<file path="config.mk">
export PLATFORM = sky130hd
export DESIGN_NAME = adc_multichannel_sequencer
export DESIGN_NICKNAME = d
export VERILOG_FILES = /design/src/rtl/adc_multichannel_sequencer.sv
export SDC_FILE = /design/constraint.sdc
export NUM_CORES = 1
export LEC_CHECK = 0
export CAP_MARGIN = 20
export CORE_MARGIN = 2
export CORE_UTILIZATION = 45
export CTS_BUF_LIST = sky130_fd_sc_hd__clkbuf_4
export CTS_CLUSTER_SIZE = 10
export DETAILED_ROUTE_END_ITERATION = 6
export PLACE_DENSITY_LB_ADDON = 0.05
export SLEW_MARGIN = 15
export SYNTH_ARGS = -nofsm -noshare
export SYNTH_HDL_FRONTEND = slang
export SYNTH_SLANG_ARGS = --single-unit
</file>
<file path="constraint.sdc">
create_clock -name clock -period 1.88 [get_ports clock]
set_input_delay 0.188 -clock clock [delete_from_list [all_inputs] [get_ports clock]]
set_output_delay 0.188 -clock clock [all_outputs]
set_load 0.005 [all_outputs]
</file>
<file path="src/rtl/adc_multichannel_sequencer.sv">
// adc_multichannel_sequencer: scans masked ADC mux channels in ascending order, tags each sample
// with its channel and streams it out. Define ADC_SCAN_OVERRUN_CNT_EN to add scan_overrun_count.
module adc_multichannel_sequencer #(
  parameter int DATA_WIDTH        = 16,
  parameter int NUM_CHANNELS      = 4,
  parameter int SAMPLE_RATE_WIDTH = 16,
  parameter int TIMEOUT_CYCLES    = 200,
  parameter int MAX_RETRIES       = 2
) (
  input  logic                              clock,
  input  logic                              reset,
  input  logic                              enable,
  input  logic [NUM_CHANNELS-1:0]           channel_mask,
  input  logic [SAMPLE_RATE_WIDTH-1:0]      sample_rate_divider,
  input  logic [3:0]                        adc_settling_cycles,
  input  logic                              continuous_mode,
  input  logic                              trigger_scan,
  output logic                              adc_sample_request,
  output logic [$clog2(NUM_CHANNELS)-1:0]   adc_channel_sel,
  output logic                              adc_power_enable,
  output logic                              adc_reset_n,
  input  logic                              adc_ready,
  input  logic                              adc_data_valid,
  input  logic [DATA_WIDTH-1:0]             adc_data_in,
  input  logic                              adc_error,
  output logic                              data_valid_out,
  output logic [DATA_WIDTH-1:0]             data_out,
  output logic [$clog2(NUM_CHANNELS)-1:0]   data_channel_out,
  input  logic                              data_ready_in,
  output logic                              busy,
  output logic                              scan_done,
  output logic                              timeout_error,
  output logic                              interface_error,
  output logic [NUM_CHANNELS-1:0]           channel_fail_mask,
  output logic [15:0]                       samples_captured,
  output logic [2:0]                        state_out
`ifdef ADC_SCAN_OVERRUN_CNT_EN
  ,
  output logic [7:0]                        scan_overrun_count
`endif
);

  localparam int CH_W = $clog2(NUM_CHANNELS);
  localparam int TW   = $clog2(TIMEOUT_CYCLES + 1);
  localparam int RW   = $clog2(MAX_RETRIES + 2);

  typedef enum logic [2:0] {
    IDLE      = 3'd0,
    POWER_UP  = 3'd1,
    ARMED     = 3'd2,
    SETTLE    = 3'd3,
    REQUEST   = 3'd4,
    WAIT_DATA = 3'd5,
    OUTPUT    = 3'd6,
    ERROR     = 3'd7
  } state_t;

  state_t                        state, state_nx;
  logic [SAMPLE_RATE_WIDTH-1:0]  scan_timer;
  logic                          trig_prev, enable_prev;
  logic [NUM_CHANNELS-1:0]       mask_lat, mask_nx;
  logic [CH_W-1:0]               ch, ch_nx;
  logic [RW-1:0]                 retry_cnt, retry_nx;
  logic [3:0]                    settle_cnt;
  logic [TW-1:0]                 wait_cnt;
  logic                          cause_to, cause_to_nx;
  logic                          done_nx, scan_done_r, fail_set;
  logic                          start_cond;
  logic [CH_W:0]                 first_hit, next_hit;

  // Returns {found, index} of the lowest set bit of m at or above position lo.
  function automatic logic [CH_W:0] find_from(input logic [NUM_CHANNELS-1:0] m, input int lo);
    logic [CH_W:0] r;
    r = '0;
    for (int i = NUM_CHANNELS - 1; i >= 0; i--) begin
      if (m[i] && i >= lo) r = {1'b1, CH_W'(i)};
    end
    return r;
  endfunction

  assign start_cond = continuous_mode ? (scan_timer == sample_rate_divider)
                                      : (trigger_scan && !trig_prev);

  assign adc_power_enable   = (state != IDLE);
  assign adc_reset_n        = (state != IDLE) && (state != ERROR);
  assign adc_sample_request = (state == REQUEST);
  assign busy               = (state == SETTLE) || (state == REQUEST) || (state == WAIT_DATA) ||
                              (state == OUTPUT) || (state == ERROR);
  assign data_valid_out     = (state == OUTPUT);
  assign timeout_error      = (state == ERROR) && cause_to;
  assign interface_error    = (state == ERROR) && !cause_to;
  assign scan_done          = scan_done_r;
  assign state_out          = state;
  assign adc_channel_sel    = ch;

  always_comb begin
    state_nx    = state;
    ch_nx       = ch;
    retry_nx    = retry_cnt;
    mask_nx     = mask_lat;
    cause_to_nx = cause_to;
    done_nx     = 1'b0;
    fail_set    = 1'b0;
    first_hit   = find_from(channel_mask, 0);
    next_hit    = find_from(mask_lat, int'(ch) + 1);
    case (state)
      IDLE:     if (enable) state_nx = POWER_UP;
      POWER_UP: state_nx = ARMED;
      ARMED: begin
        if (start_cond) begin
          mask_nx = channel_mask;
          if (first_hit[CH_W]) begin
            ch_nx    = first_hit[CH_W-1:0];
            retry_nx = '0;
            state_nx = SETTLE;
          end
        end
      end
      SETTLE:   if (settle_cnt == adc_settling_cycles) state_nx = REQUEST;
      REQUEST: begin
        if (adc_ready) state_nx = WAIT_DATA;
        else if (adc_error) begin
          state_nx    = ERROR;
          cause_to_nx = 1'b0;
        end
      end
      WAIT_DATA: begin
        if (adc_data_valid) state_nx = OUTPUT;
        else if (adc_error) begin
          state_nx    = ERROR;
          cause_to_nx = 1'b0;
        end else if (wait_cnt == TW'(TIMEOUT_CYCLES - 1)) begin
          state_nx    = ERROR;
          cause_to_nx = 1'b1;
        end
      end
      OUTPUT: begin
        if (data_ready_in) begin
          if (!enable) begin
            state_nx = IDLE;
            ch_nx    = '0;
            retry_nx = '0;
            mask_nx  = '0;
          end else if (next_hit[CH_W]) begin
            ch_nx    = next_hit[CH_W-1:0];
            retry_nx = '0;
            state_nx = SETTLE;
          end else begin
            done_nx  = 1'b1;
            state_nx = ARMED;
          end
        end
      end
      ERROR: begin
        if (retry_cnt < RW'(MAX_RETRIES)) begin
          retry_nx = retry_cnt + RW'(1);
          state_nx = SETTLE;
        end else begin
          fail_set = 1'b1;
          retry_nx = '0;
          if (next_hit[CH_W]) begin
            ch_nx    = next_hit[CH_W-1:0];
            state_nx = SETTLE;
          end else begin
            done_nx  = 1'b1;
            state_nx = ARMED;
          end
        end
      end
      default: state_nx = IDLE;
    endcase
    // Losing enable abandons the scan everywhere except mid-handshake.
    if (!enable && state != OUTPUT) begin
      state_nx = IDLE;
      ch_nx    = '0;
      retry_nx = '0;
      mask_nx  = '0;
      done_nx  = 1'b0;
      fail_set = 1'b0;
    end
  end

  always_ff @(posedge clock) begin
    if (reset) begin
      state       <= IDLE;
      ch          <= '0;
      retry_cnt   <= '0;
      mask_lat    <= '0;
      cause_to    <= 1'b0;
      scan_done_r <= 1'b0;
      settle_cnt  <= '0;
      wait_cnt    <= '0;
      trig_prev   <= 1'b0;
      enable_prev <= 1'b0;
    end else begin
      state       <= state_nx;
      ch          <= ch_nx;
      retry_cnt   <= retry_nx;
      mask_lat    <= mask_nx;
      cause_to    <= cause_to_nx;
      scan_done_r <= done_nx;
      settle_cnt  <= (state == SETTLE) ? settle_cnt + 4'd1 : 4'd0;
      wait_cnt    <= (state == WAIT_DATA) ? wait_cnt + TW'(1) : '0;
      trig_prev   <= trigger_scan;
      enable_prev <= enable;
    end
  end

  always_ff @(posedge clock) begin
    if (reset || !enable || state == IDLE) scan_timer <= '0;
    else if (scan_timer == sample_rate_divider) scan_timer <= '0;
    else scan_timer <= scan_timer + SAMPLE_RATE_WIDTH'(1);
  end

  always_ff @(posedge clock) begin
    if (reset || (enable && !enable_prev)) channel_fail_mask <= '0;
    else if (fail_set) channel_fail_mask[ch] <= 1'b1;
  end

  always_ff @(posedge clock) begin
    if (reset || !enable) samples_captured <= '0;
    else if (state == OUTPUT && data_ready_in) samples_captured <= samples_captured + 16'd1;
  end

  always_ff @(posedge clock) begin
    if (reset) begin
      data_out         <= '0;
      data_channel_out <= '0;
    end else if (state == WAIT_DATA && adc_data_valid) begin
      data_out         <= adc_data_in;
      data_channel_out <= ch;
    end
  end

`ifdef ADC_SCAN_OVERRUN_CNT_EN
  always_ff @(posedge clock) begin
    if (reset || !enable) scan_overrun_count <= '0;
    else if (start_cond && busy && scan_overrun_count != 8'hFF)
      scan_overrun_count <= scan_overrun_count + 8'd1;
  end
`endif

endmodule

</file>
Yosys cells after proc, flatten, opt, wreduce, memory -nomap -nowiden
Cells that the tools add are included.

cells by class
  $add $sub $neg = 6
  order comparisons = 7
  equal/unequal tests = 26
  muxes and demuxes = 57
  bitwise operators = 3
  reduce and logical (&&, ||, !) cells = 38

operator list
  kind                                                count
  2-to-1 mux 3 bit                                    19
  adder 16 x 1 -> 16 bit, second input constant       2
  2-to-1 mux 2 bit                                    13
  one-hot mux 3 bit (8 select lines)                  1
  == test 16 bit                                      1
  != test 2 bit, second input constant                8
  2-to-1 mux 1 bit                                    15
  AND reduction 5 bit                                 3
  logical AND 1 bit                                   13
  == test 3 bit, second input constant                4
  2-to-1 mux 4 bit                                    3
  one-hot mux 2 bit (3 select lines)                  2
  != test 3 bit, second input constant                3
  adder 8 x 1 -> 8 bit, second input constant         1
  == test 8 bit, second input constant                1
  one-hot mux 4 bit (2 select lines)                  1
  OR reduction 2 bit                                  4
  logical OR 1 bit                                    7
  AND reduction 7 bit                                 1
  == test 3 x 2 -> 1 bit, second input constant       2
  >= comparator 1 x 3 -> 1 bit, first input constant  2
  >= comparator 2 x 3 -> 1 bit, first input constant  2
  nonzero test 3 bit                                  2
  adder 4 x 1 -> 4 bit, second input constant         1
  other kinds (19)                                    26

word-level totals
  bits in registers = 81
  output and inout port bits = 51
  logic and storage cells = 152

Longest topological paths before layout
  depth in word-level cells = 11
  mapped depth = 10
  gate-level depth less buffers = 8

Least setup slack after synthesis
No wires, ideal clock.

  path kind = flip-flop to flip-flop
  start = register scan_timer[9]
  end = register state[2] (netlist: state_out[2])
  library setup time = 0.131 ns
  data arrival time = 1.566 ns
  required time = 1.749 ns
  path slack = 0.183 ns
  stages on the path, launching flop included = 7
  period minus slack after synthesis = 1.697 ns
  path through = dfxtp_1 xor2_1 nor4_1 nand4_1 o21a_1 o41ai_1 a21oi_1

on the way
  word-level cells in the longest chain between the ends = 4

RTL lines
  what                                  line  text
  start: declaration                    59    logic [SAMPLE_RATE_WIDTH-1:0] scan_timer;
  start signal: assignment              212   else scan_timer <= scan_timer + SAMPLE_RATE_WIDTH'(1);
  == test 16 bit                        81    assign start_cond = continuous_mode ? (scan_timer == sample_rate_divider)
  2-to-1 mux 1 bit                      81
  != test 2 bit (no source line)        --
  AND reduction 7 bit (no source line)  --
  end signal: assignment                196   state <= state_nx;
  end: declaration                      58    state_t state, state_nx;

Every way passes these cells.
A chain may end at the register's enable or synchronous reset.

Worst setup path after layout
  start = register scan_timer[11]
  end = register ch[1] (netlist: adc_channel_sel[1])

on the way
  word-level cells in the longest chain between the ends = 4

RTL lines
  what                                  line  text
  == test 16 bit                        81
  2-to-1 mux 1 bit                      81
  != test 2 bit (no source line)        --
  AND reduction 5 bit (no source line)  --
  end signal: assignment                197   ch <= ch_nx;
  end: declaration                      62    logic [CH_W-1:0] ch, ch_nx;

Every way passes these cells.

==> run_results.csv <==
group,metric,value,unit
run_status,status,"complete, no violations",
floorplanning,initial_util,0.4589,
drt,detailedRoute.firstIterationViolations,98,
sta,final-max-slew-violation-count,0,
final_layout,fin_nets,650,
placed_design,dp_hpwl,6.918,mm
power,total_leakage_power,2.079,nW
global_route,grt_antenna_before_repair,0,
cts,cts.sinks,80,
floorplanning,fp.dieW,95.07,um
final_layout,final_area,0.005418,mm2
global_route,grt_overflow_total,0,
cts,h_tree_levels,3,
cts,cts_hold_repair.buffers,0,
sta,report.final.hold_viol_count,0,
drt,antenna_violating_nets_post_route,0,
global_route,grt_util_all_layers,0.2071,
final_layout,layoutNonFillerInstCount,707,
min_path,min-delay-path-class,"primary input to register",
sta,timing.final.crit_period,1.843,ns
sta,clock_skew,0.01329,ns
cts,cts_root_buf,"clkbuf_4",
sta,grt_setup_unrepaired,"true",
power,vdd_ir_drop_max,394.3,uV
critical_path,worst-path-max-fanout,5,
yosys,ys_seq_elements,80,
final_layout,area_used_by_sequential_logic_in_the_layout,0.001614,mm2
final_layout,fill_cells,712,
drt,route.final.wire_length,9.112,mm
sta,max_slew_margin,0.7349,
cts,clk_path_buf_depth,2,
yosys,net_count_after_synthesis,507,
yosys,syn-mean-instance-area,8.221,um2
global_route,grt_start_max_net_pins,19,
sta,worstMarginPinSlew,0.3977,ns
drt,drc,0,
floorplanning,core_region_area,0.008134,mm2
yosys,synth_sequential_area_ratio,0.4291,
final_layout,drive_above_1_share,0.1595,
yosys,synth-edff-count,0,
final_layout,multiInputGateArea,0.002079,mm2
yosys,synth.cell_area,0.003732,mm2
yosys,synthCells,454,
cts,cts.clk_slew.worst_paths,0.14,ns
critical_path,critical_path_arrival,2.17,ns
sta,fin_crit_sh,0.9804,
final_layout,syn_to_final_growth,45.16,%
critical_path,required,2.21,ns
drt,drt_first_pass_iters,4,
cts,worstSkewPairLatency,0.42,ns
drt,vias_cell,4.958,
floorplanning,die_outline_area,0.009038,mm2
placed_design,port_buffers,99,
placed_design,post-place-cells,687,
run,count_of_max_cap_constraint_violations,0,
sta,whs,0.2902,ns
sta,setup_violators_final,0,
floorplanning,placementRows,33,
global_route,grt_first_pass_wirelength,14.81,mm
yosys,synth_cell_types,50,
drt,routed-via-count,3505,
power,total_power,3.087,mW
yosys,yosys_most_used_dff,"dfxtp_1",
placed_design,post_dp_cell_area,0.005135,mm2
sta,maxClockFrequency,0.5425,GHz
placed_design,place.gp.congestion,0.8820,
final_layout,antennaDiodeCount,0,
global_route,first_global_vias,3212,
cts,cts-buffers-inserted,9,
floorplanning,die_height,95.07,um
floorplanning,io-pin-count,100,
drt,detail_route.wl_per_cell,12.89,um
power,power_per_cell_area,569.8,mW/mm2
critical_path,critical_path_class,"register to register",
yosys,ys_async_sr_fraction,0,
critical_path,critPathCaptureType,"register",
cts,tritoncts,"built",
critical_path,worst_setup_path_start_kind,"register",
final_layout,final_util,0.6661,
yosys,ys_warn_count,0,
-- timing repair --
item / 4_1_cts / 5_1_grt
pin swaps: 3 / 3
setup endpoints to repair: 14 / 12
buffers inserted: 5 / 0
gates resized for setup: 25 / 12
-- worst paths after layout --
check | from | endpoint | slack, ns | depth (start not counted)
worst min register to register | wait_cnt[0]$_SDFF_PP0_ | wait_cnt[0]$_SDFF_PP0_ | 0.45 | 1
worst max register to register | scan_timer[11]$_SDFF_PP0_ | adc_channel_sel[1]$_SDFFE_PP0P_ | 0.04 | 7
worst min-delay path | adc_data_in[12] | data_out[12]$_SDFFE_PP0P_ | 0.29 | 3
worst max-delay path | scan_timer[11]$_SDFF_PP0_ | adc_channel_sel[1]$_SDFFE_PP0P_ | 0.04 | 7
-- area by class of cell --
class	count	share of cell area
Clock buffer	9	0.01247
Clock inverter	7	0.01316
Inverter	10	0.007852
Multi-Input combinational cell	343	0.3838
Sequential cell	80	0.2979
Tap cell	105	0.02425
Timing Repair Buffer	153	0.2605
-- placed cells by master (no fill, tap or decap), types with 3 or more instances in the layout --
cell	n
nand2_1	66
a31oi_1	3
and3_1	8
nand3_1	23
a21oi_1	29
clkdlybuf4s50_1	92
xor2_1	43
dfxtp_1	76
xnor2_1	13
nor3_1	5
nand4_1	10
nor3b_1	3
o21ai_0	7
mux2i_1	4
o22ai_1	3
nand2b_1	4
buf_4	50
clkbuf_4	9
dlygate4sd2_1	5
a311oi_1	3
or2_2	3
ha_1	4
nor4_2	4
dfxtp_4	3
buf_6	3
nor2_1	69
inv_1	9
nor2b_1	6
-- synth_stat cells, drive strengths merged (5+ instances only) --
cell,instances,area (um2)
a21oi,29,145.1
and3,8,50.05
buf,7,50.05
clkbuf,14,57.55
dfxtp,80,1602
inv,10,37.53
nand2,66,247.7
nand2b,5,33.78
nand3,24,132.6
nand4,10,62.56
nor2,69,259.0
nor2b,6,37.54
nor3,7,40.04
nor4,6,37.54
o21ai,8,43.79
xnor2,13,113.9
xor2,43,376.6
-- per-layer routing --
metal | share of wire | up-vias | global-route usage
li1 | - | 1826 | -
met1 | 0.46 | 1603 | 0.2704
met2 | 0.49 | 69 | 0.3486
met3 | 0.039 | 7 | 0.03953
met4 | 0.0090 | 0 | 0.05918
met5 | 0 | - | 0
-- critical path: stages (launching register included) --
cell      delay, ns
dfxtp_1        0.34
xor2_1         0.17
nor4_2         0.30
nand4_1        0.19
buf_4          0.18
o21ai_4        0.21
a31oi_1        0.11
a311oi_1       0.24
-- flip-flops by register name (all words and copies together) (netlist names), 3 cells and up --
register,cells
data_out,16
samples_captured,16
scan_timer,16
wait_cnt,8
channel_fail_mask,4
settle_cnt,4
mask_lat,3
state_out,3
-- cells by family (layout without fill, tap and decap cells) --
group / count (synthesis) / in the layout / synth area share
AO/OA/AOI/OAI: 61 / 61 / 0.1009
adder cells (fa/ha/maj): 4 / 4 / 0.01341
XOR/XNOR: 56 / 56 / 0.1314
AND/OR/NAND/NOR: 218 / 218 / 0.2756
flip-flops: 80 / 80 / 0.4291
buffers and inverters: 31 / 179 / 0.03888
multiplexers: 4 / 4 / 0.01073
-- metrics by stage --
| step | setup TNS (ns) | setup WS [ns] |
|---|---|---|
| floorplan | 0 | 0.1826 |
| global placement | -2.728 | -0.3460 |
| detailed placement | -2.969 | -0.3841 |
| CTS | 0 | 0.0002252 |
| global route | -0.5348 | -0.09656 |
| finish | 0 | 0.03680 |
-- power by group --
group / switching [mW] / leakage, nW / internal (mW)
Combinational: 0.147 / 1.36 / 0.206
Clock: 0.622 / 0.0716 / 0.406
Sequential: 0.00596 / 0.648 / 1.70
Total: 0.775 / 2.08 / 2.31
No activity file was read; power rests on OpenSTA's default activity.
